### config.mk
export PLATFORM = sky130hd
export DESIGN_NAME = cdb_arbiter_flat
export DESIGN_NICKNAME = d
export VERILOG_FILES = /design/src/rtl/cdb_pkg.sv /design/src/rtl/cdb_if.sv /design/src/rtl/cdb_src_fifo.sv /design/src/rtl/cdb_arbiter.sv /design/src/flat_wrapper.sv
export SDC_FILE = /design/constraint.sdc
export NUM_CORES = 1
export LEC_CHECK = 0
export CAP_MARGIN = 20
export CORE_ASPECT_RATIO = 0.6
export CORE_MARGIN = 2
export CORE_UTILIZATION = 49
export CTS_BUF_LIST = sky130_fd_sc_hd__clkbuf_2 sky130_fd_sc_hd__clkbuf_4 sky130_fd_sc_hd__clkbuf_8
export DETAILED_ROUTE_END_ITERATION = 10
export PLACE_DENSITY = 0.83
export SYNTH_ARGS = -nofsm -noshare
export SYNTH_HDL_FRONTEND = slang
export SYNTH_SLANG_ARGS = --single-unit
### constraint.sdc
create_clock -name clk -period 4.4 [get_ports clk]
set_clock_uncertainty 0.1 [all_clocks]
set_input_delay 1.1 -clock clk [delete_from_list [all_inputs] [get_ports clk]]
set_output_delay 1.1 -clock clk [all_outputs]
set_load 0.01 [all_outputs]
### src/rtl/cdb_pkg.sv
// Shared definitions for the common data bus (CDB) arbiter slice.
//   - src_t       : producer IDs carried on cdb_src (ALU=0, load=1, store=2)
//   - CDB_ENTRY_W : default ROB tag width
//   - payload_t   : one queued result {entry, data, aux} at the default width
//   - next_src    : successor of a source ID, modulo three
package cdb_pkg;

  localparam int CDB_ENTRY_W = 6;
  localparam int NUM_SRC     = 3;

  typedef enum logic [1:0] {
    SRC_ALU = 2'd0,
    SRC_LD  = 2'd1,
    SRC_ST  = 2'd2
  } src_t;

  typedef struct packed {
    logic [CDB_ENTRY_W-1:0] entry;
    logic [31:0]            data;
    logic [31:0]            aux;
  } payload_t;

  function automatic src_t next_src(input src_t s);
    case (s)
      SRC_ALU: return SRC_LD;
      SRC_LD:  return SRC_ST;
      default: return SRC_ALU;
    endcase
  endfunction

endpackage

### src/rtl/cdb_if.sv
// Producer/consumer bundle of the CDB arbiter.
//   Producers : {alu,ld,st}_push/_entry/_data/_aux in, {alu,ld,st}_full back.
//   Consumers : cdb_valid/_src/_entry/_data/_aux broadcast, err_overflow flag.
// The master modport is the core side (producers and consumers together),
// the slave modport is the arbiter.
interface cdb_if #(parameter int ENTRY_W = cdb_pkg::CDB_ENTRY_W);

  logic               alu_push;
  logic [ENTRY_W-1:0] alu_entry;
  logic [31:0]        alu_data;
  logic [31:0]        alu_aux;
  logic               alu_full;

  logic               ld_push;
  logic [ENTRY_W-1:0] ld_entry;
  logic [31:0]        ld_data;
  logic [31:0]        ld_aux;
  logic               ld_full;

  logic               st_push;
  logic [ENTRY_W-1:0] st_entry;
  logic [31:0]        st_data;
  logic [31:0]        st_aux;
  logic               st_full;

  logic               cdb_valid;
  logic [1:0]         cdb_src;
  logic [ENTRY_W-1:0] cdb_entry;
  logic [31:0]        cdb_data;
  logic [31:0]        cdb_aux;
  logic               err_overflow;

  modport master (
    output alu_push, alu_entry, alu_data, alu_aux,
    output ld_push,  ld_entry,  ld_data,  ld_aux,
    output st_push,  st_entry,  st_data,  st_aux,
    input  alu_full, ld_full, st_full,
    input  cdb_valid, cdb_src, cdb_entry, cdb_data, cdb_aux, err_overflow
  );

  modport slave (
    input  alu_push, alu_entry, alu_data, alu_aux,
    input  ld_push,  ld_entry,  ld_data,  ld_aux,
    input  st_push,  st_entry,  st_data,  st_aux,
    output alu_full, ld_full, st_full,
    output cdb_valid, cdb_src, cdb_entry, cdb_data, cdb_aux, err_overflow
  );

endinterface

### src/rtl/cdb_src_fifo.sv
// Per-producer result queue feeding the CDB arbiter.
//   clk, rst (async, active-low), rdy (low freezes all state)
//   flush     : empties the queue and discards a same-cycle push
//   push      : enqueue push_data when not full (dropped when full)
//   pop       : dequeue the head when not empty
//   head      : oldest entry, meaningful only while !empty
//   full/empty: decoded from the registered count
module cdb_src_fifo #(
  parameter int  DEPTH     = 2,
  parameter type payload_t = cdb_pkg::payload_t
) (
  input  logic     clk,
  input  logic     rst,
  input  logic     rdy,
  input  logic     flush,
  input  logic     push,
  input  payload_t push_data,
  input  logic     pop,
  output payload_t head,
  output logic     full,
  output logic     empty
);

  localparam int PTR_W = $clog2(DEPTH);
  localparam int CNT_W = PTR_W + 1;

  logic [PTR_W-1:0] wr_ptr;
  logic [PTR_W-1:0] rd_ptr;
  logic [CNT_W-1:0] count;
  payload_t         mem [DEPTH];

  logic do_push;
  logic do_pop;

  assign full    = (count == CNT_W'(DEPTH));
  assign empty   = (count == '0);
  assign do_push = rdy && !flush && push && !full;
  assign do_pop  = rdy && !flush && pop && !empty;
  assign head    = mem[rd_ptr];

  // NOTE: registered state uses non-blocking assignments so every flop
  // samples the pre-edge values of the others.
  always_ff @(posedge clk or negedge rst) begin
    if (!rst) begin
      wr_ptr <= '0;
      rd_ptr <= '0;
      count  <= '0;
    end else if (rdy) begin
      if (flush) begin
        wr_ptr <= '0;
        rd_ptr <= '0;
        count  <= '0;
      end else begin
        // Pointers wrap naturally because DEPTH is a power of two.
        if (do_push) wr_ptr <= wr_ptr + 1'b1;
        if (do_pop)  rd_ptr <= rd_ptr + 1'b1;
        count <= count + CNT_W'(do_push) - CNT_W'(do_pop);
      end
    end
  end

  // NOTE: the storage array has no reset; head is only consumed while the
  // count says the slot is occupied, so stale contents are never observed.
  always_ff @(posedge clk) begin
    if (do_push) mem[wr_ptr] <= push_data;
  end

endmodule

### src/rtl/cdb_arbiter.sv
// Common data bus arbiter: three producer FIFOs (ALU, load, store-address)
// drained one result per cycle onto a registered broadcast bus.
//   clk, rst (async, active-low), rdy (low freezes everything)
//   rollback : flush all FIFOs, drop same-cycle pushes, kill cdb_valid
//   bus      : cdb_if.slave -- producer pushes/full flags, cdb_* broadcast,
//              sticky err_overflow
// Build option: define CDB_RR_EN for round-robin arbitration; otherwise a
// fixed priority load > ALU > store is used and no pointer register exists.
module cdb_arbiter
  import cdb_pkg::*;
#(
  parameter int ENTRY_W    = CDB_ENTRY_W,
  parameter int FIFO_DEPTH = 2
) (
  input  logic clk,
  input  logic rst,
  input  logic rdy,
  input  logic rollback,
  cdb_if.slave bus
);

  // Same layout as cdb_pkg::payload_t, sized to this instance's tag width.
  typedef struct packed {
    logic [ENTRY_W-1:0] entry;
    logic [31:0]        data;
    logic [31:0]        aux;
  } slot_t;

  logic [NUM_SRC-1:0] push_v;
  logic [NUM_SRC-1:0] pop_v;
  logic [NUM_SRC-1:0] full_v;
  logic [NUM_SRC-1:0] empty_v;
  slot_t              push_data [NUM_SRC];
  slot_t              head      [NUM_SRC];

  assign push_v[SRC_ALU]    = bus.alu_push;
  assign push_v[SRC_LD]     = bus.ld_push;
  assign push_v[SRC_ST]     = bus.st_push;
  assign push_data[SRC_ALU] = '{entry: bus.alu_entry, data: bus.alu_data, aux: bus.alu_aux};
  assign push_data[SRC_LD]  = '{entry: bus.ld_entry,  data: bus.ld_data,  aux: bus.ld_aux};
  assign push_data[SRC_ST]  = '{entry: bus.st_entry,  data: bus.st_data,  aux: bus.st_aux};

  for (genvar g = 0; g < NUM_SRC; g++) begin : g_fifo
    cdb_src_fifo #(
      .DEPTH     (FIFO_DEPTH),
      .payload_t (slot_t)
    ) u_fifo (
      .clk       (clk),
      .rst       (rst),
      .rdy       (rdy),
      .flush     (rollback),
      .push      (push_v[g]),
      .push_data (push_data[g]),
      .pop       (pop_v[g]),
      .head      (head[g]),
      .full      (full_v[g]),
      .empty     (empty_v[g])
    );
  end

  // Full is taken from the registered count, so it stays high in the cycle
  // the FIFO pops; producers never see a same-cycle freed slot.
  assign bus.alu_full = full_v[SRC_ALU];
  assign bus.ld_full  = full_v[SRC_LD];
  assign bus.st_full  = full_v[SRC_ST];

  // ---------------------------------------------------------------------
  // Arbitration over the FIFO heads
  // ---------------------------------------------------------------------
  logic  grant_valid;
  src_t  grant_src;
  slot_t win;

`ifdef CDB_RR_EN
  src_t rr_ptr;
  src_t cand;

  // NOTE: every signal driven here gets a default first, so no path
  // through the block leaves a value unassigned and no latch is inferred.
  always_comb begin
    grant_valid = 1'b0;
    grant_src   = SRC_ALU;
    cand        = rr_ptr;
    // Search ptr, ptr+1, ptr+2 (mod 3); the first non-empty source wins.
    for (int k = 0; k < NUM_SRC; k++) begin
      if (!grant_valid && !empty_v[cand]) begin
        grant_valid = 1'b1;
        grant_src   = cand;
      end
      cand = next_src(cand);
    end
    win = head[grant_src];
  end

  // The pointer names the highest-priority source and moves just past the
  // winner; idle cycles leave it alone.
  always_ff @(posedge clk or negedge rst) begin
    if (!rst) begin
      rr_ptr <= SRC_ALU;
    end else if (rdy) begin
      if (rollback)         rr_ptr <= SRC_ALU;
      else if (grant_valid) rr_ptr <= next_src(grant_src);
    end
  end
`else
  always_comb begin
    grant_valid = 1'b1;
    grant_src   = SRC_ALU;
    if (!empty_v[SRC_LD])       grant_src = SRC_LD;
    else if (!empty_v[SRC_ALU]) grant_src = SRC_ALU;
    else if (!empty_v[SRC_ST])  grant_src = SRC_ST;
    else                        grant_valid = 1'b0;
    win = head[grant_src];
  end
`endif

  // The FIFOs themselves ignore pop while rdy is low or a flush is active.
  assign pop_v = grant_valid ? (NUM_SRC'(1) << grant_src) : '0;

  // ---------------------------------------------------------------------
  // Registered broadcast and sticky overflow
  // ---------------------------------------------------------------------
  logic               cdb_valid;
  src_t               cdb_src;
  logic [ENTRY_W-1:0] cdb_entry;
  logic [31:0]        cdb_data;
  logic [31:0]        cdb_aux;
  logic               err_overflow;
  logic               overflow_hit;

  // A rollback discards same-cycle pushes, so those cannot overflow either.
  assign overflow_hit = |(push_v & full_v) && !rollback;

  always_ff @(posedge clk or negedge rst) begin
    if (!rst) begin
      cdb_valid    <= 1'b0;
      cdb_src      <= SRC_ALU;
      cdb_entry    <= '0;
      cdb_data     <= '0;
      cdb_aux      <= '0;
      err_overflow <= 1'b0;
    end else if (rdy) begin
      if (overflow_hit) err_overflow <= 1'b1;
      if (rollback) begin
        cdb_valid <= 1'b0;
      end else if (grant_valid) begin
        cdb_valid <= 1'b1;
        cdb_src   <= grant_src;
        cdb_entry <= win.entry;
        cdb_data  <= win.data;
        // Loads carry no aux value; consumers expect zero there.
        cdb_aux   <= (grant_src == SRC_LD) ? '0 : win.aux;
      end else begin
        // Idle: only valid drops, the payload registers keep their value.
        cdb_valid <= 1'b0;
      end
    end
  end

  assign bus.cdb_valid    = cdb_valid;
  assign bus.cdb_src      = cdb_src;
  assign bus.cdb_entry    = cdb_entry;
  assign bus.cdb_data     = cdb_data;
  assign bus.cdb_aux      = cdb_aux;
  assign bus.err_overflow = err_overflow;

endmodule

### src/flat_wrapper.sv
// flat-port wrapper written by rule: the top's interface ports become plain ports
module cdb_arbiter_flat import cdb_pkg::*;
#(
  parameter int ENTRY_W    = CDB_ENTRY_W,
  parameter int FIFO_DEPTH = 2
)
  (clk, rst, rdy, rollback, bus_alu_push, bus_alu_entry, bus_alu_data, bus_alu_aux, bus_ld_push, bus_ld_entry, bus_ld_data, bus_ld_aux, bus_st_push, bus_st_entry, bus_st_data, bus_st_aux, bus_alu_full, bus_ld_full, bus_st_full, bus_cdb_valid, bus_cdb_src, bus_cdb_entry, bus_cdb_data, bus_cdb_aux, bus_err_overflow);
  cdb_if #(.ENTRY_W(ENTRY_W)) bus_i ();
  input  logic clk;
  input  logic rst;
  input  logic rdy;
  input  logic rollback;
  input wire logic [$bits(bus_i.alu_push)-1:0] bus_alu_push;
  input wire logic [$bits(bus_i.alu_entry)-1:0] bus_alu_entry;
  input wire logic [$bits(bus_i.alu_data)-1:0] bus_alu_data;
  input wire logic [$bits(bus_i.alu_aux)-1:0] bus_alu_aux;
  input wire logic [$bits(bus_i.ld_push)-1:0] bus_ld_push;
  input wire logic [$bits(bus_i.ld_entry)-1:0] bus_ld_entry;
  input wire logic [$bits(bus_i.ld_data)-1:0] bus_ld_data;
  input wire logic [$bits(bus_i.ld_aux)-1:0] bus_ld_aux;
  input wire logic [$bits(bus_i.st_push)-1:0] bus_st_push;
  input wire logic [$bits(bus_i.st_entry)-1:0] bus_st_entry;
  input wire logic [$bits(bus_i.st_data)-1:0] bus_st_data;
  input wire logic [$bits(bus_i.st_aux)-1:0] bus_st_aux;
  output wire logic [$bits(bus_i.alu_full)-1:0] bus_alu_full;
  output wire logic [$bits(bus_i.ld_full)-1:0] bus_ld_full;
  output wire logic [$bits(bus_i.st_full)-1:0] bus_st_full;
  output wire logic [$bits(bus_i.cdb_valid)-1:0] bus_cdb_valid;
  output wire logic [$bits(bus_i.cdb_src)-1:0] bus_cdb_src;
  output wire logic [$bits(bus_i.cdb_entry)-1:0] bus_cdb_entry;
  output wire logic [$bits(bus_i.cdb_data)-1:0] bus_cdb_data;
  output wire logic [$bits(bus_i.cdb_aux)-1:0] bus_cdb_aux;
  output wire logic [$bits(bus_i.err_overflow)-1:0] bus_err_overflow;
  assign bus_i.alu_push = bus_alu_push;
  assign bus_i.alu_entry = bus_alu_entry;
  assign bus_i.alu_data = bus_alu_data;
  assign bus_i.alu_aux = bus_alu_aux;
  assign bus_i.ld_push = bus_ld_push;
  assign bus_i.ld_entry = bus_ld_entry;
  assign bus_i.ld_data = bus_ld_data;
  assign bus_i.ld_aux = bus_ld_aux;
  assign bus_i.st_push = bus_st_push;
  assign bus_i.st_entry = bus_st_entry;
  assign bus_i.st_data = bus_st_data;
  assign bus_i.st_aux = bus_st_aux;
  assign bus_alu_full = bus_i.alu_full;
  assign bus_ld_full = bus_i.ld_full;
  assign bus_st_full = bus_i.st_full;
  assign bus_cdb_valid = bus_i.cdb_valid;
  assign bus_cdb_src = bus_i.cdb_src;
  assign bus_cdb_entry = bus_i.cdb_entry;
  assign bus_cdb_data = bus_i.cdb_data;
  assign bus_cdb_aux = bus_i.cdb_aux;
  assign bus_err_overflow = bus_i.err_overflow;
  cdb_arbiter #(.ENTRY_W(ENTRY_W), .FIFO_DEPTH(FIFO_DEPTH)) u_core (.clk(clk), .rst(rst), .rdy(rdy), .rollback(rollback), .bus(bus_i));
endmodule
==> results of run 1 <==
==> synth_stat cells (all sizes together) <==
cell	number
mux2	2
nand3	3
a2111oi	1
o22ai	4
ha	6
a22o	38
or4	1
nand2b	4
o21ai	50
a31oi	3
and2	1
nand2	72
inv	15
a211oi	76
nor3b	1
mux2i	102
buf	21
edfxtp	356
a32o	32
xor2	2
a21oi	45
o211ai	1
xnor2	2
a221oi	1
o21bai	1
nor3	1
nor2	11
or2	1
nor2b	80
clkbuf	48
dfrtp	86
a21o	1
==> power by group <==
group / internal (mW) / total, mW / switching, mW
sequential: 4.99 / 5.43 / 0.438
combinational: 1.40 / 2.85 / 1.46
clock: 1.80 / 3.32 / 1.51
total: 8.19 / 11.6 / 3.41
==> worst reg2reg max path, delay by kind of cell (launching register included) <==
kind	cells	cell delay [ns]
and+or+nand+nor	2	0.78
AOI/OAI and AO/OA	2	0.74
buffers and inverters	1	0.73
DFF	1	0.44
==> sequential cells by signal, summed over array words and instances (netlist names) <==
signal / count
u_core.g_fifo.u_fifo.mem: 356
u_core.g_fifo.u_fifo.count: 6
u_core.bus.err_overflow: 1
u_core.g_fifo.u_fifo.wr_ptr: 3
u_core.bus.cdb_entry: 6
u_core.g_fifo.u_fifo.rd_ptr: 3
u_core.bus.cdb_aux: 32
u_core.bus.cdb_data: 32
u_core.bus.cdb_valid: 1
u_core.bus.cdb_src: 2
==> worst paths after layout <==
path	start	end	slack [ns]
setup / recovery	rollback	u_core.g_fifo[1].u_fifo.count[1]$_DFFE_PN0P_	1.17
hold / removal	u_core.bus.err_overflow$_DFFE_PN0P_	u_core.bus.err_overflow$_DFFE_PN0P_	0.38
setup reg to reg	u_core.g_fifo[1].u_fifo.count[0]$_DFFE_PN0P_	u_core.bus.cdb_aux[3]$_DFFE_PN0P_	1.51
hold reg to reg	u_core.bus.err_overflow$_DFFE_PN0P_	u_core.bus.err_overflow$_DFFE_PN0P_	0.38
max in group asynchronous	rst	u_core.bus.cdb_data[17]$_DFFE_PN0P_	2.84
min in group asynchronous	rst	u_core.g_fifo[2].u_fifo.count[1]$_DFFE_PN0P_	0.55
==> cell families (layout without fill, tap and decap cells) <==
kind of cell | Yosys count | in the layout
xor+xnor | 4 | 4
mux | 104 | 104
simple gates | 175 | 175
flops | 442 | 442
compound gates | 253 | 253
other cells | 0 | 4
buf+inv | 84 | 421
fa+ha+maj | 6 | 6
==> routing by layer <==
| layer | vias up | track usage | wire length (um) |
|---|---|---|---|
| met3 | 82 | 0.0485 | 3330 |
| met2 | 465 | 0.382 | 20500 |
| met1 | 5327 | 0.332 | 18900 |
| li1 | 4709 | - | - |
| met5 | - | 0 | 0 |
| met4 | 0 | 0.0741 | 858 |
==> stage by stage <==
step	setup WS, ns	cell area, um^2	hold WS (ns)
global placement	0.683	20400	0.364
detailed placement	0.633	20400	0.362
CTS	1.19	21700	0.379
global route	1.04	21700	0.384
floorplan	-0.965	17100	0.394
finish	1.17	21700	0.377
==> layout make-up <==
class                   count  area [um^2]  area share
clock buffers             109         1270      0.0588
clock inverters             4         26.3     0.00121
inverters                  15         56.3     0.00260
well taps                 459          574      0.0265
flip-flops and latches    442        12900       0.593
repair buffers            293         2980       0.137
multi-input cells         542         3910       0.180
diodes                      4         10.0    0.000462
==> impl_metrics.env, run 1 <==
export IMPL_outcome="finished, final reports clean"
export IMPL_netlist_instances=1068
export IMPL_worst_pin_slew_ns=1.10
export IMPL_post_cts_setup_buffer_count=0
export IMPL_synth_top_family_by_area="compound AO/OA/AOI/OAI gates"
export IMPL_setup_viol=0
export IMPL_ant_nets=0
export IMPL_syn_avg_cell_area_um2=16.0
export IMPL_grt_pass1_wl_mm=64.9
export IMPL_synth_area_um2=17100
export IMPL_stdcell_count=1868
export IMPL_drt_initial_drc_count=892
export IMPL_place_gp_congestion=0.796
export IMPL_yosys_register_bits=442
export IMPL_cp_max_fo=11
export IMPL_drc=0
export IMPL_hp_class="register to register"
export IMPL_drv_slew=0
export IMPL_powerDensity_nw_per_um2=535
export IMPL_min_period_ns=3.23
export IMPL_synth_cell_type_count=35
export IMPL_synthMuxAreaShare=0.0611
export IMPL_area_growth_pct=27.0
export IMPL_yosys_area_share_simple=0.0518
export IMPL_leakagePower_nw=7.53
export IMPL_synth_xor_area_frac=0.00205
export IMPL_setup_tns_final_ns=0
export IMPL_layout_drive_gt1_share=0.115
export IMPL_crit_buf_inv=3
export IMPL_worstPathArrival_ns=3.58
export IMPL_path_clk_slew_ns=0.06
export IMPL_grt_overflow=0
export IMPL_fmax_ghz=0.310
export IMPL_grt_pass1_vias=11100
export IMPL_io_buffers=261
export IMPL_required_ns=4.75
export IMPL_irDropWorstVdd_mv=0.353
export IMPL_yosysWarnings=0
export IMPL_cts_hold_buffers_added=0
export IMPL_cts_sinks=442
export IMPL_path_depth=11
export IMPL_ys_seq_area_frac=0.752
export IMPL_gr_usage_all_layers=0.238
export IMPL_cp_slowest_cell="clkdlybuf4s50_1"
export IMPL_fp_dieH_um=149
export IMPL_wl_per_cell_um=23.3
export IMPL_synth_compound_area_frac=0.106
export IMPL_design_core_area_um2=34000
export IMPL_power_total_mw=11.6
export IMPL_fin_crit_sh=0.733
export IMPL_worst_r2r_path_depth=5
export IMPL_cts_tree="yes"
export IMPL_layout_common_cells="edfxtp_1 (356), clkdlybuf4s50_1 (260), mux2i_1 (102)"
export IMPL_route_vias_total=10600
export IMPL_rows=52
export IMPL_synth_top_cell_by_area="edfxtp_1"
export IMPL_drt_wl_total_mm=43.6
export IMPL_relSlewSlack=0.268
export IMPL_root_buffer="clkbuf_8"
export IMPL_ios=294
export IMPL_antenna_found_initial=4
export IMPL_ctsResizeCount=0
export IMPL_firstDrtPassIters=5
export IMPL_synth_area_leaders="edfxtp_1 (63%), dfrtp_1 (13%), mux2i_1 (6.0%)"
export IMPL_place_inst=1751
export IMPL_syn_nets=1291
export IMPL_worstSkewPairLatency_ns=0.63
export IMPL_dieWidth_um=245
export IMPL_final_hold_viol_count=0
export IMPL_fp_dieArea_um2=36400
export IMPL_startpoint_type="primary input"
export IMPL_grt_max_degree=84
export IMPL_synth_top_area_share=0.626
export IMPL_start_util=0.502
export IMPL_crit_family="buffers and inverters"
export IMPL_numCtsBuffers=61
export IMPL_rsz0062_at_grt="no"
export IMPL_fillerInstances=2404
export IMPL_end_kind="register"
export IMPL_nets=1578
export IMPL_mostFrequentLayoutCell="edfxtp_1"
export IMPL_hold_path_depth=1
export IMPL_drv_cap=0
export IMPL_htreeDepth=2
export IMPL_dp_hpwl_mm=26.8
export IMPL_crit_type="primary input to register"
export IMPL_path_cells="clkdlybuf4s50_1, nor2b_1, buf_4, nand3_1, ha_1, inv_1, ha_1, xor2_1, o21ai_0, nand2_1, o21ai_0"
export IMPL_cpPeakStageDelay_ns=0.65
export IMPL_utilization=0.637
export IMPL_synthAdderAreaFrac=0.00440
export IMPL_vias_per_cell=5.67
export IMPL_cts_max_path_buffers=3
No activity file was read; power rests on OpenSTA's default activity.
==> inputs of run 2 (changes only) <==
==> constraint.sdc (replaced) <==
create_clock -name clk -period 2.9 [get_ports clk]
set_clock_uncertainty 0.1 [all_clocks]
set_input_delay 0.725 -clock clk [delete_from_list [all_inputs] [get_ports clk]]
set_output_delay 0.725 -clock clk [all_outputs]
set_load 0.01 [all_outputs]
==> run 2 against run 1 <==
Effect of this change: non-clock buffer count grew 13; hold slack better by 0.013 ns; die area is the same; critical endpoint is now bus_st_full.
==> impl_metrics.env, run 2 (same netlist as run 1, synthesis figures left out) <==
export IMPL_dieWidth_um=245
export IMPL_area_growth_pct=28.3
export IMPL_cp_max_fo=6
export IMPL_design_core_area_um2=34000
export IMPL_route_vias_total=10600
export IMPL_drv_slew=0
export IMPL_fillerInstances=2357
export IMPL_grt_max_degree=56
export IMPL_grt_pass1_vias=11000
export IMPL_fp_dieH_um=149
export IMPL_holdWs_ns=0.391
export IMPL_top_register="u_core.g_fifo.u_fifo.mem"
export IMPL_setup_viol=0
export IMPL_hold_path_depth=1
export IMPL_final_hold_viol_count=0
export IMPL_nets=1591
export IMPL_leakagePower_nw=7.60
export IMPL_largest_reg_flops=356
export IMPL_wl_per_cell_um=22.6
export IMPL_drc=0
export IMPL_wl_met3_mm=3.45
export IMPL_ios=294
export IMPL_hp_class="register to register"
export IMPL_cts_sinks=442
export IMPL_hold_path_startpoint="u_core.bus.err_overflow$_DFFE_PN0P_"
export IMPL_worstPathArrival_ns=1.99
export IMPL_drv_cap=0
export IMPL_design_area_um2=21900
export IMPL_htreeDepth=2
export IMPL_cts_tree="yes"
export IMPL_dpl_cell_area_um2=20600
export IMPL_fp_dieArea_um2=36400
export IMPL_numCtsBuffers=61
export IMPL_path_cells="nand2b_1, inv_1, clkdlybuf4s50_1"
export IMPL_path_depth=3
export IMPL_regArea_um2=12900
export IMPL_post_cts_setup_buffer_count=0
export IMPL_relSlewSlack=0.459
export IMPL_rsz0062_at_grt="no"
export IMPL_layout_drive_gt1_share=0.122
export IMPL_r2r_end="u_core.bus.cdb_data[0]$_DFFE_PN0P_"
export IMPL_top_regs="u_core.g_fifo.u_fifo.mem (356), u_core.bus.cdb_aux (32), u_core.bus.cdb_data (32)"
export IMPL_powerDensity_nw_per_um2=801
export IMPL_r2r_start="u_core.g_fifo[0].u_fifo.count[1]$_DFFE_PN0P_"
export IMPL_drt_initial_drc_count=728
export IMPL_vias_per_cell=5.62
export IMPL_antenna_found_initial=4
export IMPL_cts_max_path_buffers=3
export IMPL_cpPeakStageDelay_ns=0.54
export IMPL_wl_met2_mm=19.9
export IMPL_worstSkewPairLatency_ns=0.61
export IMPL_irDropWorstVdd_mv=0.480
export IMPL_worst_pin_slew_ns=0.812
export IMPL_cp_slowest_cell="clkdlybuf4s50_1"
export IMPL_end_kind="output port"
export IMPL_wl_met1_mm=18.2
export IMPL_required_ns=2.08
export IMPL_min_period_ns=2.81
export IMPL_topRoutingLayerUsed="met5"
export IMPL_grt_pass1_wl_mm=63.8
export IMPL_dp_hpwl_mm=27.0
export IMPL_min_to="u_core.bus.err_overflow$_DFFE_PN0P_"
export IMPL_start_util=0.502
export IMPL_firstDrtPassIters=5
export IMPL_crit_buf_inv=2
export IMPL_root_buffer="clkbuf_8"
export IMPL_crit_family="buffers and inverters"
export IMPL_path_clk_slew_ns=0.07
export IMPL_mostFrequentLayoutCell="edfxtp_1"
export IMPL_worst_r2r_path_depth=5
export IMPL_multi_input_comb_area_um2=3950
export IMPL_startpoint_type="register"
export IMPL_grt_overflow=0
export IMPL_place_gp_congestion=0.860
export IMPL_crit_type="register to output port"
export IMPL_reg2reg_slack_ns=0.34
export IMPL_drt_wl_total_mm=42.6
export IMPL_io_buffers=261
export IMPL_gr_usage_all_layers=0.234
export IMPL_layout_common_cells="edfxtp_1 (356), clkdlybuf4s50_1 (260), mux2i_1 (102)"
export IMPL_fmax_ghz=0.355
export IMPL_ant_nets=0
export IMPL_fin_crit_sh=0.970
export IMPL_outcome="finished, final reports clean"
export IMPL_rows=52
[run 2: changes by cell type in the layout (fill, tap and decap cells not counted), sizes merged]
| cell | delta |
|---|---|
| diode | -2 |
| dlygate4sd3 | +1 |
| buf | +12 |
| clkbuf | -7 |
| clkinvlp | +1 |
| clkinv | +8 |
| inv | -1 |
[run 2: worst max path at each step]
| stage | startpoint | end | slack [ns] |
|---|---|---|---|
| global route | u_core.g_fifo[2].u_fifo.count[0]$_DFFE_PN0P_ | bus_st_full | 0.01 |
| finish | u_core.g_fifo[2].u_fifo.count[0]$_DFFE_PN0P_ | bus_st_full | 0.09 |
| floorplan | rdy | u_core.g_fifo[2].u_fifo.mem[0][0]$_DFFE_PP_ | 0.003 |
| global placement | rollback | u_core.g_fifo[2].u_fifo.count[1]$_DFFE_PN0P_ | 0.03 |
| detailed placement | rollback | u_core.g_fifo[2].u_fifo.count[1]$_DFFE_PN0P_ | -0.10 |
| CTS | u_core.g_fifo[0].u_fifo.count[0]$_DFFE_PN0P_ | bus_alu_full | 0.006 |
[run 2: through the flow]
stage	util	total power [mW]	instances	setup slack, ns	TNS (ns)
2_1_floorplan	-	10.5	1068	0.00335	0
3_3_place_gp	0.606	12.6	1763	0.0335	0
3_5_place_dp	0.606	12.8	1763	-0.101	-0.179
4_1_cts	0.643	17.7	1878	0.00581	0
5_1_grt	0.644	18.3	1879	0.0118	0
6_report	0.644	17.6	1880	0.0867	0
[run 2: layer usage]
layer | vias to the layer above | GRT usage
met3 | 77 | 0.0511
met1 | 5297 | 0.325
li1 | 4728 | -
met2 | 460 | 0.374
met5 | - | 0
met4 | 6 | 0.0732
[run 2: layout make-up]
class                   instances  share of cell area
multi-input cells             542               0.180
diodes                          2            0.000228
clock inverters                12             0.00246
inverters                      15             0.00257
repair buffers                306               0.147
clock buffers                 102              0.0549
flip-flops and latches        442               0.587
well taps                     459              0.0262
[run 2: what timing repair did]
action                     CTS  global route
hold buffers                 1             0
hold endpoints to repair    31             0
setup endpoints to repair    1             1
gates resized for setup      1             2
[run 2: worst reg2reg max path, cell delays in order, from the launching register on]
cell and delay (ns):
dfrtp_1 0.49, or4_1 0.61, o21ai_4 0.63, buf_12 0.30
a21oi_1 0.09, a22o_1 0.22
[run 2: power breakdown]
part           total, mW  leakage (nW)  switching (mW)  internal [mW]
clock network       4.87         0.677            2.27           2.60
registers           8.14          4.31           0.555           7.58
logic               4.55          2.61            2.31           2.24
==> inputs of run 3 (changes only) <==
--- a/config.mk
+++ b/config.mk
@@ -11,6 +11,7 @@
 export CORE_UTILIZATION = 49
 export CTS_BUF_LIST = sky130_fd_sc_hd__clkbuf_2 sky130_fd_sc_hd__clkbuf_4 sky130_fd_sc_hd__clkbuf_8
 export DETAILED_ROUTE_END_ITERATION = 10
+export HOLD_SLACK_MARGIN = 0.12
 export PLACE_DENSITY = 0.83
 export SYNTH_ARGS = -nofsm -noshare
 export SYNTH_HDL_FRONTEND = slang
==> results of run 3 <==
Same layout as run 2: the final DEF is identical, and so are final timing and power.
